### src/rtl/gcm_pkg.sv
// gcm_pkg: shared state encoding and length limits for the GCM length tracker.
package gcm_pkg;
  typedef enum logic [2:0] {IDLE, AAD, CT, EMIT, ERR} state_t;
  localparam int BEAT_BYTES = 16;
  localparam int AAD_W = 61;
  localparam int CT_W = 36;
  localparam logic [AAD_W-1:0] AAD_LIMIT = '1;
  localparam logic [CT_W-1:0] CT_LIMIT = 36'hF_FFFF_FFE0;
endpackage

### src/rtl/gcm_len_counter.sv
// gcm_len_counter: byte counter with clear, add and limit-overflow detection.
module gcm_len_counter #(
  parameter int W = 36,
  parameter logic [W-1:0] LIMIT = '1
) (
  input  logic         clk,
  input  logic         rst,
  input  logic         clr,
  input  logic         add_en,
  input  logic [4:0]   add,
  output logic [W-1:0] cnt,
  output logic         ovf
);
  logic [W:0] sum;
  // one extra bit so an all-ones limit can still be exceeded
  assign sum = {1'b0, cnt} + {{(W-4){1'b0}}, add};
  assign ovf = sum > {1'b0, LIMIT};
  always_ff @(posedge clk or posedge rst)
    if (rst) cnt <= '0;
    else if (clr) cnt <= '0;
    else if (add_en) cnt <= sum[W-1:0];
endmodule

### src/rtl/gcm_len_tracker.sv
// gcm_len_tracker: counts AAD/CT bytes of a GCM message and emits the
// {len(A), len(C)} bit-length block toward GHASH.
module gcm_len_tracker
  import gcm_pkg::*;
(
  input  logic         clk,
  input  logic         rst,
  input  logic         start,
  input  logic         aad_valid,
  input  logic         aad_last,
  input  logic [4:0]   aad_bytes,
  output logic         aad_ready,
  input  logic         ct_valid,
  input  logic         ct_last,
  input  logic [4:0]   ct_bytes,
  output logic         ct_ready,
  output logic         len_valid,
  input  logic         len_ready,
  output logic [127:0] len_block,
  output logic [63:0]  len_aad_bits,
  output logic [63:0]  len_ct_bits,
  output logic         err
);
  state_t state, nxt;
  logic aad_acc, ct_acc, aad_bad, ct_bad, aad_ovf, ct_ovf;
  logic [AAD_W-1:0] aad_cnt;
  logic [CT_W-1:0] ct_cnt;
  assign aad_ready = state == AAD && !start;
  assign ct_ready = (state == CT || (state == AAD && !aad_valid)) && !start;
  assign aad_acc = aad_valid && aad_ready;
  assign ct_acc = ct_valid && ct_ready;
  // only the final beat of a phase may be short
  assign aad_bad = aad_bytes > 5'(BEAT_BYTES) || (!aad_last && aad_bytes != 5'(BEAT_BYTES)) || aad_ovf;
  assign ct_bad = ct_bytes > 5'(BEAT_BYTES) || (!ct_last && ct_bytes != 5'(BEAT_BYTES)) || ct_ovf;
  gcm_len_counter #(.W(AAD_W), .LIMIT(AAD_LIMIT)) u_aad (
    .clk(clk), .rst(rst), .clr(start), .add_en(aad_acc && !aad_bad),
    .add(aad_bytes), .cnt(aad_cnt), .ovf(aad_ovf)
  );
  gcm_len_counter #(.W(CT_W), .LIMIT(CT_LIMIT)) u_ct (
    .clk(clk), .rst(rst), .clr(start), .add_en(ct_acc && !ct_bad),
    .add(ct_bytes), .cnt(ct_cnt), .ovf(ct_ovf)
  );
  assign len_aad_bits = {aad_cnt, 3'b000};
  assign len_ct_bits = {{(61-CT_W){1'b0}}, ct_cnt, 3'b000};
  assign len_block = {len_aad_bits, len_ct_bits};
  assign len_valid = state == EMIT;
  assign err = state == ERR;
  always_ff @(posedge clk or posedge rst)
    if (rst) state <= IDLE;
    else state <= nxt;
  always_comb begin
    nxt = state;
    case (state)
      AAD:  nxt = aad_acc ? (aad_bad ? ERR : aad_last ? CT : AAD)
                : ct_acc ? (ct_bad ? ERR : ct_last ? EMIT : CT) : AAD;
      CT:   nxt = ct_acc ? (ct_bad ? ERR : ct_last ? EMIT : CT) : CT;
      EMIT: nxt = len_ready ? IDLE : EMIT;
      default: nxt = state;
    endcase
    if (start) nxt = AAD;
  end
endmodule

### config.mk
export PLATFORM = sky130hd
export DESIGN_NAME = gcm_len_tracker
export DESIGN_NICKNAME = d
export VERILOG_FILES = /design/src/rtl/gcm_pkg.sv /design/src/rtl/gcm_len_counter.sv /design/src/rtl/gcm_len_tracker.sv
export SDC_FILE = /design/constraint.sdc
export NUM_CORES = 1
export LEC_CHECK = 0
export CAP_MARGIN = 30
export CORE_ASPECT_RATIO = 0.6
export CORE_UTILIZATION = 46
export DETAILED_ROUTE_END_ITERATION = 8
export GPL_TIMING_DRIVEN = 1
export MAX_ROUTING_LAYER = met4
export PLACE_DENSITY = 0.82
export SLEW_MARGIN = 20
export SYNTH_ARGS = -nofsm -noshare
export SYNTH_HDL_FRONTEND = slang
export SYNTH_SLANG_ARGS = --single-unit
### constraint.sdc
create_clock -name clk -period 4 [get_ports clk]
set_input_delay 1.2 -clock clk [delete_from_list [all_inputs] [get_ports clk]]
set_output_delay 1.2 -clock clk [all_outputs]
set_load 0.005 [all_outputs]
==> flow_summary.yaml <==
worst_setup_path:
  arrival_ns: 4.20
  end_kind: "register"
  critPathKind: "primary input to register"
  r2r_cells: 14
  worstPathRequired_ns: 4.22
  critPathLaunchType: "primary input"
  worstPathMaxFanout: 6
grt:
  grt_usage_pct: 30.46
  overflow: 0
  met1_usage_pct: 45.96
  grt_pass1_wl_um: 39990
  grt_max_degree: 56
  grt.met2_usage_pct: 40.07
  globalRouteMet3Util_pct: 7.524
  grt_pass1_vias: 7201
  grt.busiest_layer: "met1"
  antenna_found_initial: 0
timing:
  timing.final.ws_setup_ns: 0.01836
  clock_skew_ns: 0.009945
  report.final.hold_viol_count: 0
  max_freq_mhz: 251.2
  slew_viol_final: 0
  post-route-period-util_pct: 99.54
  relSlewSlack_pct: 54.07
  finalSetupTns_ns: 0
  final.min_clock_period_ns: 3.982
  tightest_slew_ns: 0.6827
  finalSetupViolations: 0
  fin_hold_ws_ns: 0.5329
final_layout:
  final_layout_size_suffix_gt1_share_pct: 15.73
  diodes: 0
  final_nets: 1182
  fill_cells: 1413
  fin_area_um2: 10600
  area_delta_synth_final_pct: 35.91
detailed_routing:
  via_per_inst: 5.859
  firstDrtPassIters: 6
  wl_um: 26300
  drc_errors: 0
  ant_nets: 0
  vias: 8115
  routedWlPerCell_um: 18.99
  initialDrtViolationCount: 830
placement:
  dpl_cell_area_um2: 9842
  dp_slack_ns: -0.6731
  portBuffers: 215
  gp_congestion: 1.024
  place_hpwl_um: 18810
clock_tree:
  cts-root-buf: "clkbuf_16"
  clk_pin_slew_ns: 0.07
  ctsHoldBuffers: 0
  cts_buffers: 9
  cts_tree: "built"
  worst_skew_pair.late_latency_ns: 0.34
  clockBufferDepth: 2
  clock-sinks: 100
  ctsHtreeMaxLevel: 3
hold_path:
  hp-class: "register to register"
  holdPathStages: 1
synthesis:
  synth.distinct_cells: 67
  async_reset_ff_share_pct: 100.0
  yosys_register_bits: 100
  yosysWarnings: 0
  synth_area_leaders: "dfrtp_1 (32%), buf_4 (16%), o21ai_0 (4.1%)"
  syn-instance-count: 952
  ys_seq_area_share_pct: 32.09
  netlist_area_um2: 7799
  yosysTopAreaCellShare_pct: 32.09
  yosysMostFrequentCell: "buf_4"
  ys_top_cells_by_count: "buf_4 (163), dfrtp_1 (100), nand2_1 (84)"
  avgSynthCellArea_um2: 8.192
  synthFlopType: "dfrtp_1"
  yosysTopAreaCell: "dfrtp_1"
  synth_edf_count: 0
floorplanning:
  die_height_um: 102.9
  rows: 36
  start_util_pct: 47.57
  ioPinCount: 278
  core_area_um2: 16400
  die_w_um: 170.1
  die-area_um2: 17500
job:
  drv_cap: 0
run_status:
  status: "completed"
power:
  peakVddDrop_mv: 0.1745
  p_per_area_nw_per_um2: 202.3
  p_leak_nw: 4.393
[power by group]
part	switching, W	leakage [nW]	internal (W)
sequential	0.00000894	1.39	0.00102
clock	0.000407	0.147	0.000487
combinational	0.000133	2.85	0.0000934
total	0.000549	4.39	0.00160
[critical path, stage by stage]
cell	delay (ns)
dlygate4sd2_1	0.27
ha_4	0.30
nand3_2	0.10
a2bb2oi_4	0.20
buf_12	0.15
or3_4	0.36
or4_4	0.51
a22oi_2	0.20
and4_4	0.30
buf_12	0.14
buf_12	0.12
nor3_1	0.04
a221o_1	0.29
[placed cells by master (no fill, tap or decap), types with 21 or more instances in the layout]
| cell | Yosys | routed |
|---|---|---|
| nor2_1 | 46 | 45 |
| and3_1 | 21 | 21 |
| clkdlybuf4s50_1 | 0 | 209 |
| a21oi_1 | 36 | 34 |
| dfrtp_1 | 100 | 100 |
| nand4_1 | 30 | 30 |
| conb_1 | 1 | 62 |
| inv_1 | 27 | 26 |
| nor4_1 | 32 | 30 |
| nand3_1 | 41 | 40 |
| nand2_1 | 84 | 83 |
| a21o_1 | 22 | 22 |
| nor3_1 | 58 | 57 |
| buf_4 | 163 | 105 |
| o21ai_0 | 64 | 63 |
[timing repair]
item | 4_1_cts | 5_1_grt
endpoints found under the hold margin | 0 | 0
endpoints found under the setup margin | 40 | 39
pin swaps | 12 | 19
gates resized for setup | 24 | 31
setup buffers | 13 | 9
gates cloned | 2 | 1
[stage by stage]
stage / total power (W) / cells / util [%]
detailed placement: 0.001254 / 1345 / 60.03
global placement: 0.001250 / 1345 / 60.03
floorplan: 0.001198 / 1013 / -
finish: 0.002145 / 1385 / 64.64
CTS: 0.002142 / 1376 / 63.42
global route: 0.002220 / 1385 / 64.64
[final timing paths]
path | startpoint | endpoint | slack (ns)
max | ct_bytes[3] | u_ct.cnt[23]$_DFFE_PP0P_ | 0.02
min | u_aad.cnt[41]$_DFFE_PP0P_ | u_aad.cnt[41]$_DFFE_PP0P_ | 0.53
max reg2reg | u_ct.cnt[4]$_DFFE_PP0P_ | u_ct.cnt[23]$_DFFE_PP0P_ | 0.63
min reg2reg | u_aad.cnt[41]$_DFFE_PP0P_ | u_aad.cnt[41]$_DFFE_PP0P_ | 0.53
max in group asynchronous | rst | u_aad.cnt[2]$_DFFE_PP0P_ | 1.97
min in group asynchronous | rst | u_ct.cnt[0]$_DFFE_PP0P_ | 1.30
[cells by family (layout without fill, tap and decap cells)]
group,after synthesis,count (layout),synth area share [%]
other,1,62,0.04808
buffers and inverters,233,376,19.64
muxes,9,9,1.171
xor gates and xnor gates,18,18,2.021
and+or+nand+nor,376,377,25.46
DFF,100,100,32.09
adders and majority gates,12,12,2.118
AOI/OAI and AO/OA,203,203,17.46
[per-layer routing]
metal  vias up  share of wire [%]
li1       3652                  -
met1      3898                 47
met2       517                 41
met3        48                 11
met4         0                1.3
met5         -                  0
[area by class of cell]
| cell class | count | area, um2 | area share (%) |
|---|---|---|---|
| clock buffers | 10 | 229.0 | 2.160 |
| clock inverters | 6 | 62.56 | 0.5902 |
| inverters | 28 | 107.6 | 1.015 |
| multi-input cells | 681 | 4259 | 40.18 |
| flip-flops and latches | 100 | 2502 | 23.61 |
| well taps | 228 | 285.3 | 2.692 |
| repair buffers | 332 | 3153 | 29.75 |
[registers in the layout, indices dropped and copies added, names as in the netlist]
signal	flops
u_aad.cnt	61
u_ct.cnt	36
state	3
Note: power is estimated with default switching activity, not from simulation.
